File: src/rtl/riscv_pkg.sv
// Shared RISC-V pipeline constants and types used by the fetch stage.
package riscv_pkg;

    localparam int XLEN = 32;
    localparam logic [XLEN-1:0] NOP_INSTR        = 32'h0000_0013;
    localparam logic [XLEN-1:0] RESET_PC_DEFAULT = 32'h0040_0000;

    // One instruction-buffer entry: the word together with the PC it was fetched from.
    typedef struct packed {
        logic [XLEN-1:0] pc;
        logic [XLEN-1:0] instr;
    } fetch_entry_t;

    function automatic logic [XLEN-1:0] word_align(input logic [XLEN-1:0] addr);
        return {addr[XLEN-1:2], 2'b00};
    endfunction

endpackage

File: src/rtl/fetch_fifo.sv
// Small synchronous FIFO with flush; entry 0 is always the head, so the head is a plain register.
module fetch_fifo #(
    parameter int WIDTH = 32,
    parameter int DEPTH = 2,
    parameter int CW    = $clog2(DEPTH + 1)
) (
    input  logic             clk,
    input  logic             rst_n,
    input  logic             push,
    input  logic [WIDTH-1:0] push_data,
    input  logic             pop,
    input  logic             flush,
    output logic             full,
    output logic             empty,
    output logic [CW-1:0]    count,
    output logic [WIDTH-1:0] head
);

    logic [WIDTH-1:0] mem [DEPTH];
    logic             do_push;
    logic             do_pop;
    logic [CW-1:0]    wr_idx;

    assign full    = (count == CW'(DEPTH));
    assign empty   = (count == '0);
    assign do_pop  = pop && !empty;
    assign do_push = push && (!full || do_pop);
    // A simultaneous pop shifts everything down one slot, so the write lands one lower.
    assign wr_idx  = do_pop ? count - CW'(1) : count;
    assign head    = mem[0];

    always_ff @(posedge clk or negedge rst_n) begin
        if (!rst_n) begin
            count <= '0;
        end else if (flush) begin
            count <= '0;
        end else begin
            count <= count + CW'(do_push) - CW'(do_pop);
        end
    end

    always_ff @(posedge clk) begin
        if (do_pop) begin
            for (int i = 0; i < DEPTH - 1; i++) begin
                mem[i] <= mem[i+1];
            end
        end
        for (int i = 0; i < DEPTH; i++) begin
            if (do_push && (wr_idx == CW'(i))) begin
                mem[i] <= push_data;
            end
        end
    end

endmodule

File: src/rtl/fetch_stage.sv
// RISC-V IF stage: owns the PC, issues instruction-memory requests, buffers returned words
// and presents the head instruction to IF/ID; handles stalls, redirects and variable latency.
module fetch_stage
    import riscv_pkg::*;
#(
    parameter logic [XLEN-1:0] RESET_PC = RESET_PC_DEFAULT,
    parameter int              DEPTH    = 2
) (
    input  logic            clk_i,
    input  logic            reset_i,
    input  logic            stall_i,
    input  logic            redirect_i,
    input  logic [XLEN-1:0] redirect_pc_i,
    output logic            imem_req_o,
    output logic [XLEN-1:0] imem_addr_o,
    input  logic            imem_gnt_i,
    input  logic            imem_rvalid_i,
    input  logic [XLEN-1:0] imem_rdata_i,
    output logic            valid_o,
    output logic [XLEN-1:0] PC_o,
    output logic [XLEN-1:0] PC_p4_o,
    output logic [XLEN-1:0] Instruction_o,
    output logic            misalign_o
);

    localparam int CW = $clog2(DEPTH + 1);

    logic [XLEN-1:0] fetch_pc;
    logic [CW-1:0]   outstanding;
    logic [CW-1:0]   outstanding_next;
    logic [CW-1:0]   discard;
    logic [CW-1:0]   buf_count;
    logic [CW-1:0]   pend_count;
    logic            buf_full;
    logic            buf_empty;
    logic            pend_full;
    logic            pend_empty;
    logic [XLEN-1:0] pend_head;
    fetch_entry_t    buf_head;
    fetch_entry_t    buf_entry;
    logic            handshake;
    logic            accept_rsp;
    logic            pop_head;
    logic [CW:0]     occupancy;
    logic            unused_fifo_status;

    assign unused_fifo_status = ^{buf_full, pend_full, pend_empty, pend_count};

    // Issue: the slot freed by this cycle's pop may be reused at once, keeping 1 instr/cycle.
    assign pop_head    = !buf_empty && !stall_i;
    assign occupancy   = {1'b0, outstanding} + {1'b0, buf_count} - {{CW{1'b0}}, pop_head};
    assign imem_req_o  = (occupancy < (CW+1)'(DEPTH));
    assign imem_addr_o = fetch_pc;
    assign handshake   = imem_req_o && imem_gnt_i;

    // Response: words still owed to a squashed stream are dropped instead of buffered.
    assign accept_rsp       = imem_rvalid_i && (discard == '0) && !redirect_i;
    assign outstanding_next = outstanding + CW'(handshake) - CW'(imem_rvalid_i);
    assign buf_entry        = '{pc: pend_head, instr: imem_rdata_i};

    always_ff @(posedge clk_i or negedge reset_i) begin
        if (!reset_i) begin
            fetch_pc    <= RESET_PC;
            outstanding <= '0;
            discard     <= '0;
            misalign_o  <= 1'b0;
        end else begin
            outstanding <= outstanding_next;
            misalign_o  <= redirect_i && (|redirect_pc_i[1:0]);
            if (redirect_i) begin
                fetch_pc <= word_align(redirect_pc_i);
                discard  <= outstanding_next;
            end else begin
                if (handshake) begin
                    fetch_pc <= fetch_pc + 32'd4;
                end
                if (imem_rvalid_i && (discard != '0)) begin
                    discard <= discard - CW'(1);
                end
            end
        end
    end

    fetch_fifo #(
        .WIDTH (XLEN),
        .DEPTH (DEPTH)
    ) u_pending (
        .clk       (clk_i),
        .rst_n     (reset_i),
        .push      (handshake),
        .push_data (fetch_pc),
        .pop       (accept_rsp),
        .flush     (redirect_i),
        .full      (pend_full),
        .empty     (pend_empty),
        .count     (pend_count),
        .head      (pend_head)
    );

    fetch_fifo #(
        .WIDTH (2 * XLEN),
        .DEPTH (DEPTH)
    ) u_ibuf (
        .clk       (clk_i),
        .rst_n     (reset_i),
        .push      (accept_rsp),
        .push_data (buf_entry),
        .pop       (pop_head),
        .flush     (redirect_i),
        .full      (buf_full),
        .empty     (buf_empty),
        .count     (buf_count),
        .head      (buf_head)
    );

    assign valid_o       = !buf_empty;
    assign PC_o          = valid_o ? buf_head.pc : '0;
    assign PC_p4_o       = valid_o ? buf_head.pc + 32'd4 : '0;
    assign Instruction_o = valid_o ? buf_head.instr : NOP_INSTR;

endmodule

File: config.mk
export PLATFORM = sky130hd
export DESIGN_NAME = fetch_stage
export DESIGN_NICKNAME = d
export VERILOG_FILES = /design/src/rtl/riscv_pkg.sv /design/src/rtl/fetch_fifo.sv /design/src/rtl/fetch_stage.sv
export SDC_FILE = /design/constraint.sdc
export NUM_CORES = 1
export LEC_CHECK = 0
export BUFFER_PORTS_ARGS = -buffer_cell sky130_fd_sc_hd__buf_4
export CAP_MARGIN = 25
export CORE_UTILIZATION = 35
export CTS_BUF_LIST = sky130_fd_sc_hd__clkbuf_2
export CTS_CLUSTER_SIZE = 14
export DETAILED_ROUTE_END_ITERATION = 6
export GPL_TIMING_DRIVEN = 0
export SYNTH_ARGS = -nofsm -noshare
export SYNTH_HDL_FRONTEND = slang
export SYNTH_SLANG_ARGS = --single-unit
File: constraint.sdc
create_clock -name clk_i -period 4.9 [get_ports clk_i]
set_clock_uncertainty 0.15 [all_clocks]
set_input_delay 0.49 -clock clk_i [delete_from_list [all_inputs] [get_ports clk_i]]
set_output_delay 0.49 -clock clk_i [all_outputs]
set_load 0.01 [all_outputs]
# Word level (Yosys, flattened, before mapping)
# Memories as Yosys holds them, arrays and structs flattened.
# Index checks and enable logic that the tools add are counted.
op_classes:
  n_shift: 0
  mul: 0
  add_sub_neg: 13
  n_reduce_logical: 31
  mux: 25
  bitwise: 2
  n_eq_ne: 4
  magnitude_cmp: 1
  div: 0
ops:
  columns: ["cell", "n"]
  rows:
  - ["$mux W32", 6]
  - ["$add A32 B3 Y32 const B", 2]
  - ["$mux W64", 1]
  - ["$logic_and A1 B1 Y1", 14]
  - ["$mux W1", 12]
  - ["$mux W2", 6]
  - ["$logic_not A2 Y1", 5]
  - ["$add A2 B1 Y2", 3]
  - ["$logic_not A1 Y1", 6]
  - ["$reduce_bool A2 Y1", 3]
  - ["$sub A2 B1 Y2", 3]
  - ["$sub A2 B1 Y2 const B", 3]
  - ["$eq A2 B1 Y1 const B", 2]
  - ["$eq A2 B2 Y1 const B", 2]
  - ["$add A2 B2 Y3", 1]
  - ["$lt A3 B2 Y1 const B", 1]
  - ["$sub A3 B1 Y3", 1]
  - ["$logic_or A1 B1 Y1", 2]
  - ["$or A1 B1 Y1", 2]
  - ["$reduce_or A2 Y1", 1]
totals:
  output_inout_bits: 131
  mem_bits_ro: 0
  n_memories: 2
  latchBits: 0
  wordCells: 84
  mem_bits_rw: 192
  regBits: 41
mem_list:
  columns: ["name", "depth", "word_bits", "read_ports", "rd_clocked_by_memory_dff", "wr", "line", "text"]
  rows:
  - ["u_ibuf.mem", 2, 64, 2, 0, 2, "fetch_fifo.sv:19", "logic [WIDTH-1:0] mem [DEPTH];"]
  - ["u_pending.mem", 2, 32, 2, 0, 2, "fetch_fifo.sv:19", null]

# Logic depth before layout (Yosys ltp)
logic_depth:
  ltp_word: 11
  ltp_mapped: 18
  mapped_depth_nobuf: 17

# Cells and area by module
# A second synthesis with hierarchy kept.
unflattened:
  cells_unflattened: 909
  hier_area_um2: 11982.7
modules_own_cells:
  columns: ["module", "n_inst", "area_each_um2", "cells_each", "seq_area_each_um2"]
  rows:
  - ["fetch_fifo at u_ibuf", 1, 5574.1, 284, 3893.7]
  - ["fetch_stage", 1, 3502.1, 472, 877.1]
  - ["fetch_fifo at u_pending", 1, 2906.5, 153, 1971.9]

# Least setup slack after synthesis
# OpenSTA, ideal clock, no wires.
synth_path:
  path_type: "flip-flop to flip-flop"
  from: "register u_ibuf.count[1]"
  to: "memory u_pending.mem[0][10], enable pin"
  path_slack_ns: 0.953
  setup_ns: 0.387
  arrival_time_ns: 3.410
  stages_incl_launch_ff: 14
  period_less_slack_ns: 3.947
  cell_sequence: "dfrtp_1 > inv_1 > ha_1 > nor2_1 > ha_1 > inv_1 > nand2_1 > fa_1 > xor2_1 > and2_1 > clkbuf_1 > nand3_1 > buf_1 > nand2_1"
synth_lines:
  columns: ["element", "line", "text"]
  rows:
  - ["start, declared", "fetch_fifo.sv:15", "output logic [CW-1:0] count,"]
  - ["start signal, assigned", "fetch_fifo.sv:38", "count <= count + CW'(do_push) - CW'(do_pop);"]
  - ["end, declared", "fetch_fifo.sv:19", null]

# Worst setup path after layout
layout_path:
  from: "register u_ibuf.count[1]"
  to: "register fetch_pc[31], in the netlist imem_addr_o[31]"
layout_via:
  elab_chain_cells: 7
layout_rtl:
  columns: ["element", "line", "text"]
  rows:
  - ["branches (longest 3 deep; another with $add A2 B2 Y3)", null, null]
  - ["$sub A3 B1 Y3 *", "fetch_stage.sv:51", "assign occupancy = {1'b0, outstanding} + {1'b0, buf_count} - {{CW{1'b0}}, pop_head};"]
  - ["$lt A3 B2 Y1 *", "fetch_stage.sv:52", "assign imem_req_o = (occupancy < (CW+1)'(DEPTH));"]
  - ["$logic_and A1 B1 Y1 *", "fetch_stage.sv:54", "assign handshake = imem_req_o && imem_gnt_i;"]
  - ["$reduce_bool A2 Y1 (no source line) *", null, null]
  - ["end signal, assigned", "fetch_stage.sv:71", "fetch_pc <= word_align(redirect_pc_i);"]
  - ["end signal, assigned", "fetch_stage.sv:75", "fetch_pc <= fetch_pc + 32'd4;"]
  - ["end, declared", "fetch_stage.sv:28", "logic [XLEN-1:0] fetch_pc;"]
# Every way passes the cells marked *.
# A chain may end at the register's enable or synchronous reset.

==> results.yml <==
clocking:
  clk_pin_slew_ns: 0.11
  cts_made_buffers: 58
  ctsLongestPathBuffers: 3
  cts-root-buf: "clkbuf_2"
  insertion_delay_ns: 0.82
  cts_setup_buffers: 0
  clock_sinks: 223
  htree_levels: 2
  cts_tree: "yes"
worst_setup_path:
  worstPathRequired_ns: 5.51
  cp-startpoint: "u_ibuf.count[1]"
  reg2reg_from: "u_ibuf.count[1]"
  crit_type: "reg2reg"
  ff2ff_setup_slack_ns: 0.29
  critPathArrivalTime_ns: 5.22
  cp-endpoint: "imem_addr_o[31]"
  startpoint_type: "register"
  critPathCaptureType: "register"
  path_max_fanout: 10
  r2r_end: "imem_addr_o[31]"
  ff2ff_path_depth: 14
timing:
  tns_ns: 0
  max_freq_ghz: 0.217
  hold_viol_final: 0
  relSlewSlack_pct: 41.9
  maxSlewViolCount: 0
  min_period_over_period_pct: 94.1
  worst_hold_slack_ns: 0.238
  rsz0062_at_grt: "no"
  finalSetupViolations: 0
  layout_setup_ws_ns: 0.290
  worst_pin_slew_ns: 0.871
  fin_crit_ns: 4.61
grt:
  grt_pass1_wl_um: 39300
  grt_max_degree: 63
  antenna_found_initial: 1
  grt_pass1_vias: 7316
  top_usage_layer: "met2"
  grtUsageTotal_pct: 16.5
  met2_usage_pct: 26.1
  gr-usage-met3_pct: 3.25
  gr-total-overflow: 0
  met1_usage_pct: 22.5
layout:
  final_util_pct: 47.1
  finalNetCount: 1177
  area_delta_synth_final_pct: 32.6
  fin_area_um2: 13500
  drive_gt1_share_pct: 36.3
  fillCellCount: 2684
synthesis:
  netlist_area_um2: 10200
  synth_area_per_cell_um2: 13.5
  ys_types: 43
  synthArstFlopShare_pct: 17.5
  synth_warnings: 0
  ys_seq_elements: 223
  synth-edff-count: 184
  netlist_instances: 756
  synth_ff_type: "edfxtp_1"
  synth-seq-area-share_pct: 63.8
placed_design:
  dp_hpwl_um: 16900
  placed_area_um2: 12200
  place_congestion: 0.812
  io_buffers: 194
  pre_cts_ws_ns: 0.189
run_status:
  status: "finished, violations left"
  violations: "design-rule violations"
route:
  vias_per_cell: 4.64
  ant_nets: 0
  drc: 1
  drt-total-wl_um: 24300
  drt_pass1_iterations: 6
  vias: 7074
  drtIter0Drc: 271
  wl_per_cell_um: 15.9
run:
  maxCapViolCount: 0
power_and_ir_drop:
  vdd_drop_max_v: 0.000233
  power_density_nw_per_um2: 541
  p_leak_uw: 0.00519
floorplanning:
  initial_utilization_pct: 35.5
  coreArea_um2: 28700
  ios: 201
  die_h_um: 173
  die_w_um: 173
  die-area_um2: 29800
  rows: 62
min_path:
  hold_class: "in2reg"
  hold_path_startpoint: "imem_rdata_i[20]"
## worst min path at each step
stage               slack, ns  cells after the start                  to
floorplan                0.04                      0          discard[0]
global placement         0.29                      0  u_ibuf.mem[0][125]
detailed placement       0.29                      0  u_ibuf.mem[0][108]
CTS                      0.13                      2   u_ibuf.mem[0][75]
global route             0.14                      2   u_ibuf.mem[0][84]
finish                   0.24                      2   u_ibuf.mem[0][84]
## power breakdown
group	internal, uW	switching, uW	total (uW)
sequential	2740	289	3030
clock	526	757	1280
combinational	1370	1620	2990
total	4640	2670	7310
## placed cells by master (no fill, tap or decap), types with 7 or more instances in the layout
cell type,instances
buf_4,200
or3_1,7
mux2_2,93
nor3_1,12
xnor2_1,37
clkbuf_2,85
xor2_1,21
inv_1,19
dlygate4sd3_1,72
dfrtp_1,38
nor4_1,12
clkbuf_1,19
and4_1,7
ha_1,15
nor2_1,39
nand4_1,16
o21ai_0,32
buf_2,11
nor2b_1,62
nand3_1,22
nand2_1,53
edfxtp_1,184
clkinv_1,14
and3_1,9
## cells in the mapped netlist, types with 10 or more instances
master | n | area share [%]
edfxtp_1 | 184 | 54
mux2_2 | 93 | 10
nor2b_1 | 62 | 3.8
nand2_1 | 54 | 2.0
nor2_1 | 39 | 1.4
dfrtp_1 | 38 | 9.3
xnor2_1 | 37 | 3.2
o21ai_0 | 32 | 1.6
nand3_1 | 22 | 1.1
xor2_1 | 21 | 1.8
clkbuf_1 | 19 | 0.70
inv_1 | 19 | 0.70
nand4_1 | 16 | 0.98
ha_1 | 15 | 1.8
nor3_1 | 12 | 0.59
nor4_1 | 12 | 0.74
buf_2 | 10 | 0.49
## registers in the layout, summed over array words and instances (netlist names)
signal	count
discard	2
imem_addr_o	30
misalign_o	1
outstanding	2
u_ibuf.count	2
u_ibuf.mem	124
u_pending.count	2
u_pending.mem	60
## stage by stage
step / power, uW / cells
4_1_cts: 7440 / 1523
6_report: 7310 / 1524
3_5_place_dp: 6070 / 1342
5_1_grt: 7820 / 1524
3_3_place_gp: 5980 / 1339
2_1_floorplan: 4670 / 761
## cells by family (layout without fill, tap and decap cells)
kind of cell,count (synthesis),after routing,share of synthesized area (%)
simple gates,262,262,13.9
flops,223,223,63.8
mux,94,94,10.4
xor+xnor,58,58,4.99
buf+inv,58,436,2.48
compound gates,44,44,2.36
fa+ha+maj,16,16,2.04
other cells,1,7,0.0368
## layer usage
| metal | wire length [um] | part of all wire, % |
|---|---|---|
| met1 | 11000 | 45 |
| met2 | 11200 | 46 |
| met3 | 1570 | 6.4 |
| met4 | 541 | 2.2 |
| met5 | 0 | 0 |
## what timing repair did
| item | in CTS | in global routing |
|---|---|---|
| hold endpoints to repair | 139 | 0 |
| setup endpoints to repair | 0 | 20 |
| gates resized for setup | 0 | 1 |
| hold buffers | 73 | 0 |
## final cells by class
cell class	count	area, um^2	area share [%]
Multi-Input combinational cell	480	3460	25.6
Inverter	19	71.3	0.528
Buffer	39	181	1.34
Clock inverter	23	128	0.945
Antenna cell	1	2.50	0.0185
Sequential cell	223	6500	48.1
Clock buffer	85	425	3.15
Timing Repair Buffer	270	2260	16.7
Tap cell	384	480	3.56
## critical path: stages, from the launching register on
cell and delay (ns):
dfrtp_1 0.41, inv_1 0.09, ha_1 0.28, nor2_1 0.36
ha_1 0.32, inv_1 0.11, nand2_1 0.09, fa_1 0.38
xor2_1 0.38, nand3_2 0.34, or3_1 0.39, buf_2 0.18
or3_1 0.34, a31oi_1 0.17, dlygate4sd3_1 0.57
(Power assumes the default switching activity.)
